[src/rtl/key_debouncer.sv]
// Debounces four active-low push buttons into a registered, active-high key pattern.
// Optional macro KEY_MULTI_REJECT_EN: patterns with more than one key down are ignored.
module key_debouncer #(
   parameter int CLOCK_FREQ      = 50000000,
   parameter int DEBOUNCE_MS     = 20,
   parameter int DEBOUNCE_CYCLES = (CLOCK_FREQ / 1000) * DEBOUNCE_MS
) (
   input  logic       clock,
   input  logic       reset,
   input  logic [3:0] keyRaw,
   output logic [3:0] key,
   output logic       keyValid,
   output logic       pressStrobe
);

   localparam int CW = $clog2(DEBOUNCE_CYCLES + 1);
   localparam logic [CW-1:0] CNT_LAST = CW'(DEBOUNCE_CYCLES - 1);

   typedef enum logic [1:0] {
      IDLE             = 2'd0,
      PRESS_DEBOUNCE   = 2'd1,
      HELD             = 2'd2,
      RELEASE_DEBOUNCE = 2'd3
   } state_t;

   state_t        state;
   logic [CW-1:0] count;
   logic [3:0]    candidate;
   logic [3:0]    sync_q1;
   logic [3:0]    sync_q2;
   logic [3:0]    key_sync;
   logic          wait_zero;

   function automatic logic accept(input logic [3:0] v);
`ifdef KEY_MULTI_REJECT_EN
      return (v != 4'd0) && ((v & (v - 4'd1)) == 4'd0);
`else
      return v != 4'd0;
`endif
   endfunction

   // Synchronizer resets to all-ones so the buttons read as released.
   // NOTE: sequential state always uses non-blocking assignments so every flop sees pre-edge values.
   always_ff @(posedge clock or negedge reset) begin
      if (!reset) begin
         sync_q1 <= 4'hF;
         sync_q2 <= 4'hF;
      end else begin
         sync_q1 <= keyRaw;
         sync_q2 <= sync_q1;
      end
   end

   assign key_sync = ~sync_q2;

   // wait_zero blocks the just-released pattern from retriggering until the keys read all-up.
   always_ff @(posedge clock or negedge reset) begin
      if (!reset) begin
         state       <= IDLE;
         count       <= '0;
         candidate   <= 4'd0;
         wait_zero   <= 1'b0;
         key         <= 4'd0;
         keyValid    <= 1'b0;
         pressStrobe <= 1'b0;
      end else begin
         pressStrobe <= 1'b0;
         case (state)
            IDLE: begin
               key      <= 4'd0;
               keyValid <= 1'b0;
               count    <= '0;
               if (key_sync == 4'd0)
                  wait_zero <= 1'b0;
               if (accept(key_sync) && !(wait_zero && key_sync == candidate)) begin
                  candidate <= key_sync;
                  wait_zero <= 1'b0;
                  state     <= PRESS_DEBOUNCE;
               end
            end
            PRESS_DEBOUNCE: begin
               if (key_sync != candidate) begin
                  count <= '0;
                  state <= IDLE;
               end else if (count == CNT_LAST) begin
                  key         <= candidate;
                  keyValid    <= 1'b1;
                  pressStrobe <= 1'b1;
                  count       <= '0;
                  state       <= HELD;
               end else begin
                  count <= count + 1'b1;
               end
            end
            HELD: begin
               if (key_sync != candidate) begin
                  count <= '0;
                  state <= RELEASE_DEBOUNCE;
               end
            end
            RELEASE_DEBOUNCE: begin
               if (key_sync == candidate) begin
                  count <= '0;
                  state <= HELD;
               end else if (count == CNT_LAST) begin
                  key       <= 4'd0;
                  keyValid  <= 1'b0;
                  wait_zero <= 1'b1;
                  count     <= '0;
                  state     <= IDLE;
               end else begin
                  count <= count + 1'b1;
               end
            end
            default: begin
               key      <= 4'd0;
               keyValid <= 1'b0;
               count    <= '0;
               state    <= IDLE;
            end
         endcase
      end
   end

endmodule

[config.mk]
export PLATFORM = sky130hd
export DESIGN_NAME = key_debouncer
export DESIGN_NICKNAME = d
export VERILOG_FILES = /design/src/rtl/key_debouncer.sv
export SDC_FILE = /design/constraint.sdc
export NUM_CORES = 1
export LEC_CHECK = 0
export ABC_CLOCK_PERIOD_IN_PS = 5900
export CORE_AREA = 2 2 70 72
export CTS_CLUSTER_SIZE = 14
export DETAILED_ROUTE_END_ITERATION = 10
export DIE_AREA = 0 0 72 74
export MAX_ROUTING_LAYER = met4
export SLEW_MARGIN = 20
export SYNTH_ARGS = -nofsm -noshare
export SYNTH_HDL_FRONTEND = slang
export SYNTH_SLANG_ARGS = --single-unit
[constraint.sdc]
create_clock -name clock -period 5.9 [get_ports clock]
set_input_delay 1.18 -clock clock [delete_from_list [all_inputs] [get_ports clock]]
set_output_delay 1.18 -clock clock [all_outputs]
set_load 0.01 [all_outputs]
==> run_results.csv <==
group,metric,value,unit
critical_path,crit_path_end_kind,"flop",
layout,num_antenna_cells,0,
critical_path,critPathArrivalTime,2990,ps
placed_design,pre_cts_ws,3130,ps
yosys,syn_avg_cell_area,10.0,um2
layout,finalNonFillerCells,264,
power_and_ir_drop,power_leakage,0.919,nW
yosys,synthMuxAreaShare,4.64,%
critical_path,max_stage_delay,550,ps
yosys,synth_adder_area_share,3.18,%
timing,timing.slew.headroom,38.2,%
yosys,synth-xor-area-share,5.34,%
layout,final_common_cell,"dfrtp_1",
floorplan,die_height,74,um
timing,worst_pin_slew,922,ps
routing,num_vias,1433,
power_and_ir_drop,irDropWorstVdd,119,uV
min_path,hp-class,"flop to flop",
critical_path,cp_max_fo,10,
critical_path,reg2reg_depth,6,
outcome,outcome,"complete, no violations",
yosys,syn_nets,207,
power_and_ir_drop,p_per_area,337,mW/mm2
floorplan,die_area,0.00533,mm2
critical_path,crit_cells,6,
yosys,yosys.area_share.simple,22.6,%
flow_run,cap_viol_max_count,0,
cts,cts_tree,"yes",
timing,fin_crit,2800,ps
cts,cts_sinks,41,
placed_design,dp_cells,256,
yosys,synth_top_family_by_area,"simple AND/OR/NAND/NOR gates",
floorplan,die_x,72,um
yosys,yosysTopAreaCellShare,42.0,%
layout,layout-drive-gt1-share,11.0,%
critical_path,worstSetupStartpointType,"flop",
routing,drc,0,
floorplan,num_io_pins,12,
cts,ctsResizeCount,0,
global_routing,gr-usage-all-layers,16.5,%
yosys,synth_compound_area_share,8.91,%
critical_path,path_delay_family,"simple AND/OR/NAND/NOR gates",
yosys,netlist_instances,196,
routing,vias_per_cell,5.43,
timing,tns,0,ps
floorplan,rows,25,
min_path,min_from,"sync_q1[1]",
placed_design,hpwl,2520,um
critical_path,crit_path_top_delay_cell,"dfstp_2",
cts,clk-insertion-delay-late,290,ps
timing,grt_setup_unrepaired,"no",
timing,post-route-period-util,47.5,%
timing,hold_violations,0,
cts,cts-root-buf,"clkbuf_8",
routing,first_pass_iters,4,
layout,layout_common_cells,"dfrtp_1 (33), nand2_1 (25), o21ai_0 (19)",
critical_path,critPathBufInv,0,
cts,cts.hold.buffers_added,0,
routing,wire_per_inst,13.7,um
critical_path,required,6080,ps
min_path,whs_path_depth,0,
cts,post_cts_buffers,0,
yosys,yosys_warnings,0,
routing,wl,3620,um
global_routing,grt_pass1_wl,6580,um
yosys,synth.distinct_cells,37,
timing,fmax,0.357,GHz
yosys,yosysTopAreaCell,"dfrtp_1",
placed_design,place_congestion,0.833,
placed_design,port-buffer-count,11,
cts,clk_pin_slew,90,ps
global_routing,grt_pass1_vias,1395,
cts,clock_path_buffers,2,
yosys,ys_seq_elements,41,
routing,drt_iter0_markers,110,
timing,finalMaxSlewViolations,0,
floorplan,initial_core_util,42.8,%
yosys,yosysSeqAreaShare,52.7,%
global_routing,grt_overflow,0,
cts,htree_levels,2,
timing,skew,11.0,ps
critical_path,startpoint,"sync_q2[1]",
global_routing,antenna_found_initial,0,
critical_path,crit_chain,"xnor2_1 -> nor4_4 -> mux2i_1 -> nor2_1 -> nor4_1 -> mux2_2",
floorplan,coreArea,0.00460,mm2
routing,ant_nets,0,
cts,cts-buffers-inserted,5,
timing,setup_viol,0,
global_routing,grt_max_degree,42,
layout,syn_to_final_growth,12.5,%
layout,nNetsFinal,220,
critical_path,crit_type,"flop to flop",
critical_path,timing.rr.start,"sync_q2[1]",
yosys,yosys-top-cells-area,"dfrtp_1 (42%), dfstp_2 (11%), o21ai_0 (4.8%), nand2_1 (4.8%), mux2i_1 (4.1%)",
timing,setup_slack,3100,ps
yosys,syn-cell-area,0.00197,mm2
[through the flow]
| step | cell area [um2] | power, mW | hold WS [ps] | utilization [%] |
|---|---|---|---|---|
| after floorplan | 1970 | 0.514 | 345 | - |
| after global placement | 2120 | 0.566 | 346 | 46.1 |
| after detailed placement | 2120 | 0.572 | 347 | 46.1 |
| after CTS | 2210 | 0.759 | 359 | 48.1 |
| after global routing | 2210 | 0.804 | 368 | 48.1 |
| final | 2210 | 0.746 | 358 | 48.1 |
[Yosys cell counts, drive strengths merged]
cell,instances
o2bb2ai,1
o21ai,19
and2,2
a21oi,2
nor4b,1
dfstp,8
nor4bb,1
nor3b,2
nand4,7
nand3,11
xor2,6
mux2i,8
o22ai,1
clkbuf,5
inv,9
o32a,1
nand2b,2
and3,8
nand3b,1
or4,1
xnor2,6
nand2,25
nor4,3
o31ai,3
dfrtp,33
nor2,15
o21a,1
a211oi,1
or2,2
ha,5
a21boi,1
mux2,1
nor3,4
[layout make-up]
type / count / area [um2]
timing repair buffer: 11 / 105
sequential: 41 / 1040
clock inverter: 3 / 22.5
multi-input combinational: 141 / 878
inverter: 9 / 33.8
fill: 411 / 2390
tap: 54 / 67.6
clock buffer: 5 / 68.8
[where the power goes]
part	switching (mW)	total, mW	leakage (nW)	internal (mW)
registers	0.0288	0.343	0.531	0.314
clock network	0.0976	0.181	0.0481	0.0838
logic	0.130	0.222	0.340	0.0916
[state kept, by name, summed over array words and instances, names as in the netlist, named ones only]
| signal | flops |
|---|---|
| sync_q1 | 4 |
| keyValid | 1 |
| state | 1 |
| wait_zero | 1 |
| key | 4 |
| sync_q2 | 4 |
| count | 20 |
| candidate | 4 |
| pressStrobe | 1 |
[final timing paths]
check | end | slack, ps
min reg2reg | sync_q2[1] | 360
min in group asynchronous | candidate[2] | 1000
min | sync_q2[1] | 360
max reg2reg | flop | 3100
max | flop | 3100
max in group asynchronous | state[0] | 4330
[layer usage]
| metal | wire (um) | up-vias | GRT usage, % | share of wire [%] |
|---|---|---|---|---|
| li1 | - | 711 | - | - |
| met3 | 139 | 5 | 3.79 | 3.8 |
| met4 | 59 | 0 | 6.92 | 1.6 |
| met2 | 1610 | 33 | 24.3 | 44 |
| met5 | 0 | - | - | 0 |
| met1 | 1810 | 684 | 22.0 | 50 |
[logic make-up after synthesis]
family | after synthesis
adders and majority gates | 5
buffers and inverters | 14
and+or+nand+nor | 85
muxes | 9
AOI/OAI and AO/OA | 30
DFF | 41
xor gates and xnor gates | 12
Power figures use the tool's default switching activity.
